[src/rtl/keypad_display_drv_pkg.sv]
// Shared constants for the keypad display path: key codes, blank pattern and hex segment table.
package keypad_display_drv_pkg;

  typedef logic [3:0] hex_t;

  localparam logic [4:0] KEY_NONE  = 5'd16;
  localparam logic [4:0] KEY_INV   = 5'd17;
  localparam hex_t       KEY_CLR   = 4'hF;

  localparam logic [6:0] SEG_BLANK = 7'h7F;

  // Active-high {g,f,e,d,c,b,a} patterns for hex digits 0..F.
  localparam logic [6:0] SEG_PAT [16] = '{
    7'h3F, 7'h06, 7'h5B, 7'h4F, 7'h66, 7'h6D, 7'h7D, 7'h07,
    7'h7F, 7'h6F, 7'h77, 7'h7C, 7'h39, 7'h5E, 7'h79, 7'h71
  };

endpackage

[src/rtl/keypad_display_drv_seg7_hex_dec.sv]
// Combinational 4-bit hex to active-low 7-segment decoder.
module seg7_hex_dec
  import keypad_display_drv_pkg::*;
(
  input  logic [3:0] hex,
  output logic [6:0] seg_n
);

  assign seg_n = ~SEG_PAT[hex];

endmodule

[src/rtl/keypad_display_drv.sv]
// Keypad-to-display driver: latches scanner key events into a digit buffer and multiplexes it
// onto a common-anode 7-segment display. Define KEYPAD_CLEAR_KEY_EN to make key F clear the display.
module keypad_display_drv
  import keypad_display_drv_pkg::*;
#(
  parameter int N_DIG    = 3,
  parameter int SCAN_DIV = 1
) (
  input  logic             clk,
  input  logic             rst,
  input  logic [4:0]       digito,
  input  logic [1:0]       desp,
  output logic [N_DIG-1:0] an_n,
  output logic [6:0]       seg_n,
  output logic             full
);

  localparam int IDX_W = (N_DIG > 1) ? $clog2(N_DIG) : 1;
  localparam int PRE_W = (SCAN_DIV > 1) ? $clog2(SCAN_DIV) : 1;

  logic [1:0]       desp_q;
  logic [3:0]       dbuf [N_DIG];
  logic [N_DIG-1:0] valid;
  logic [IDX_W-1:0] idx;
  logic [PRE_W-1:0] presc;

  logic key_evt, key_hex, in_range, clr_en, wr_en;
  logic presc_wrap, idx_last;
  logic [6:0] seg_dec;

  assign key_evt  = (desp != desp_q);
  assign key_hex  = (digito < KEY_NONE);
  assign in_range = (32'(desp) < 32'(N_DIG));

`ifdef KEYPAD_CLEAR_KEY_EN
  assign clr_en = key_evt && key_hex && (digito[3:0] == KEY_CLR);
`else
  assign clr_en = 1'b0;
`endif

  assign wr_en = key_evt && key_hex && in_range && !clr_en;

  // Stage 1: event detect and buffer write
  always_ff @(posedge clk) begin
    if (rst) begin
      desp_q <= '0;
      valid  <= '0;
      for (int i = 0; i < N_DIG; i++) dbuf[i] <= '0;
    end else begin
      desp_q <= desp;
      if (clr_en) begin
        valid <= '0;
      end else if (wr_en) begin
        dbuf[desp]  <= digito[3:0];
        valid[desp] <= 1'b1;
      end
    end
  end

  assign presc_wrap = (presc == PRE_W'(SCAN_DIV - 1));
  assign idx_last   = (idx == IDX_W'(N_DIG - 1));

  always_ff @(posedge clk) begin
    if (rst) begin
      presc <= '0;
      idx   <= '0;
    end else begin
      presc <= presc_wrap ? '0 : presc + 1'b1;
      if (presc_wrap) idx <= idx_last ? '0 : idx + 1'b1;
    end
  end

  seg7_hex_dec u_dec (
    .hex   (dbuf[idx]),
    .seg_n (seg_dec)
  );

  // Stage 2: registered display outputs and full flag
  always_ff @(posedge clk) begin
    if (rst) begin
      an_n  <= '1;
      seg_n <= SEG_BLANK;
      full  <= 1'b0;
    end else begin
      an_n  <= ~(N_DIG'(1) << idx);
      seg_n <= valid[idx] ? seg_dec : SEG_BLANK;
      full  <= &valid;
    end
  end

endmodule

[config.mk]
export PLATFORM = sky130hd
export DESIGN_NAME = keypad_display_drv
export DESIGN_NICKNAME = d
export VERILOG_FILES = /design/src/rtl/keypad_display_drv_pkg.sv /design/src/rtl/keypad_display_drv_seg7_hex_dec.sv /design/src/rtl/keypad_display_drv.sv
export SDC_FILE = /design/constraint.sdc
export NUM_CORES = 1
export LEC_CHECK = 0
export CORE_MARGIN = 2
export CORE_UTILIZATION = 54
export DETAILED_ROUTE_END_ITERATION = 10
export GPL_ROUTABILITY_DRIVEN = 0
export HOLD_SLACK_MARGIN = 0.08
export PLACE_DENSITY = 0.74
export SLEW_MARGIN = 0
export SYNTH_ARGS = -nofsm -noshare
export SYNTH_HDL_FRONTEND = slang
export SYNTH_HIERARCHICAL = 1
export SYNTH_SLANG_ARGS = --single-unit
[constraint.sdc]
create_clock -name clk -period 2.4 [get_ports clk]
set_input_delay 0.48 -clock clk [delete_from_list [all_inputs] [get_ports clk]]
set_output_delay 0.48 -clock clk [all_outputs]
set_load 0.05 [all_outputs]
==> flow_summary.json, run 1 <==
{
  "status": "finished clean",
  "ys_async_sr_fraction_pct": 0,
  "post-cts-setup-buffers": 0,
  "startpoint_type": "register",
  "cts-root-buf": "clkbuf_4",
  "sw_frac_of_total_pct": 26.6,
  "period_minus_slack_ps": 2170,
  "rrSetupSlack_ps": 230,
  "crit_path_max_fanout": 5,
  "synthCells": 151,
  "p_int_w": 0.000957,
  "ys_ff_latch": 37,
  "synth_edf_count": 16,
  "ys.flop_type": "dfxtp_1",
  "portBuffers": 19,
  "yosysTopAreaCellShare_pct": 28.5,
  "yosys_warnings": 6,
  "maxCapViolCount": 0,
  "hold_viol": 0,
  "ff2ff_path_depth": 7,
  "seqPwrFrac_pct": 54.0,
  "syn_area_um2": 1690,
  "p_leak_nw": 0.746,
  "cts_sinks": 37,
  "highest-signal-layer": "met4",
  "mostFrequentLayoutCells": "dfxtp_1, inv_1, clkdlybuf4s50_1, edfxtp_1, nor4_1",
  "ctsResizeCount": 0,
  "cts_tree": "done",
  "clk_pin_slew_ps": 110,
  "avgSynthCellArea_um2": 11.2,
  "r2r-end": "seg_n[3]$_SDFF_PP1_",
  "power_frac_clock_pct": 30.1,
  "wl_met3_um": 128,
  "dr.pass1.iters": 4,
  "final_common_cell": "dfxtp_1",
  "nFillCells": 252,
  "wl_met1_um": 1280,
  "drive_above_1_share_pct": 11.8,
  "routedWlPerCell_um": 14.3,
  "combPwrFrac_pct": 15.9,
  "min-delay-start": "idx[0]$_SDFFE_PP0N_",
  "core_area_um2": 3000,
  "syn_to_final_growth_pct": 17.8,
  "ioPinCount": 20,
  "finalCritPeriodShare_pct": 90.5,
  "grt_pass1_vias": 1126,
  "skew_ps": 6.02,
  "p_switching_w": 0.000346,
  "ant_nets": 0,
  "min_path_type": "reg2reg",
  "met2WireLength_um": 1570,
  "fmax_mhz": 460,
  "vias_per_cell": 5.53,
  "ir_drop_v": 0.000467,
  "via_count": 1166,
  "h-tree-depth": 2,
  "timing.final.ws_setup_ps": 228,
  "die_height_um": 59.9,
  "nNetsFinal": 192,
  "grt_usage_pct": 19.2,
  "worst-setup-path-type": "reg2reg",
  "tns_ps": 0,
  "grt_pass1_wl_um": 4930,
  "setup_viol": 0,
  "die-area_um2": 3590,
  "core.rowCount": 20,
  "drt_iter0_drc": 108,
  "slew_headroom_pct": 66.8,
  "diodes": 0,
  "dp_worst_setup_slack_ps": 148,
  "required_ps": 2630,
  "start_util_pct": 56.2,
  "antenna_found_initial": 0,
  "whs_endpoint": "an_n[1]$_SDFF_PP1_",
  "clockBufferDepth": 2,
  "arrival_ps": 2400,
  "drc": 0,
  "cp-end-kind": "register",
  "wl_um": 3010,
  "synth_top_area_cell": "edfxtp_1",
  "grt_max_degree": 16,
  "hpwl_um": 2270,
  "ys_top_cells_by_area": "edfxtp_1, dfxtp_1, mux4_2, nor4_1, ha_1",
  "rsz0062_at_grt": "false",
  "synth.distinct_cells": 34,
  "overflow": 0,
  "die_x_um": 59.9,
  "drv_slew": 0,
  "ctsHoldBuffers": 0,
  "p_per_area_nw_per_um2": 655,
  "tightest_slew_ps": 496,
  "worstSkewPairLatency_ps": 340,
  "min_path_cells": 1,
  "yosysSeqAreaShare_pct": 53.4,
  "cts_made_buffers": 5
}
power groups by stage:
stage | combinational, W | clock [W] | sequential [W]
after floorplan | 0.000134 | 0 | 0.000734
after global placement | 0.000198 | 0 | 0.000718
after detailed placement | 0.000205 | 0 | 0.000719
after CTS | 0.000206 | 0.000399 | 0.000704
after global routing | 0.000227 | 0.000428 | 0.000709
final | 0.000207 | 0.000392 | 0.000704
routing by layer:
metal / vias up / track usage [%]
li1: 598 / -
met4: 0 / 7.62
met1: 531 / 21.2
met2: 32 / 33.9
met5: - / 0
met3: 5 / 6.06
state kept, by name (all words and copies together), names as in the netlist, named ones only:
register / cells
desp_q: 2
seg_n: 7
an_n: 3
dbuf: 16
idx: 2
presc: 1
valid: 3
full: 1
metrics by stage:
stage	hold slack (ps)	utilization (%)	std cells	total power (W)	cell area, µm²
2_1_floorplan	417	-	155	0.000868	1700
3_3_place_gp	439	63.6	203	0.000916	1910
3_5_place_dp	454	63.6	203	0.000924	1910
4_1_cts	470	66.2	211	0.00131	1990
5_1_grt	498	66.2	211	0.00136	1990
6_report	469	66.2	211	0.00130	1990
synthesized netlist by cell type (2+ instances only):
master / instances
dfxtp_1: 21
inv_1: 19
edfxtp_1: 16
nor4_1: 13
a22oi_1: 7
nor2_1: 7
nor3_1: 7
ha_1: 6
nand2_1: 6
mux4_2: 5
nor2b_1: 5
buf_2: 4
o32ai_1: 4
a21oi_1: 3
buf_6: 3
nand2b_1: 3
o31ai_1: 3
a31oi_1: 2
or3_1: 2
cell families (layout without fill, tap and decap cells):
kind of cell	count (synthesis)	count (layout)	synth area share (%)
simple gates	50	50	16.6
compound gates	22	22	9.56
fa+ha+maj	6	6	4.45
flops	37	37	53.4
other cells	1	5	0.222
buf+inv	28	51	7.86
mux	7	7	7.93
area by class of cell:
class | instances | area, µm² | share of cell area [%]
tap | 33 | 41.3 | 2.08
clock buffer | 7 | 67.6 | 3.40
sequential | 37 | 902 | 45.4
inverter | 19 | 71.3 | 3.59
clock inverter | 1 | 8.76 | 0.441
multi-input combinational | 90 | 669 | 33.7
timing repair buffer | 24 | 228 | 11.5
critical path, cell delays in order, from the launching register on:
cell	delay (ps)
dfxtp_2	410
mux4_2	570
inv_1	160
ha_1	150
inv_1	50
mux4_2	480
nor3_1	150
a22oi_1	90
how the worst max path moves through the flow:
stage,startpoint,end,cells past startpoint
2_1_floorplan,register,seg_n[3]$_SDFF_PP1_,7
3_3_place_gp,register,seg_n[3]$_SDFF_PP1_,7
3_5_place_dp,register,seg_n[3]$_SDFF_PP1_,7
4_1_cts,register,seg_n[3]$_SDFF_PP1_,7
5_1_grt,register,seg_n[3]$_SDFF_PP1_,7
6_report,register,seg_n[3]$_SDFF_PP1_,7
(Power assumes the default switching activity.)
==> run 2, diff against run 1 <==
SLEW_MARGIN = 20   (was 0)
==> results of run 2 <==
No change in the layout: final DEF, timing and power equal those of run 1.
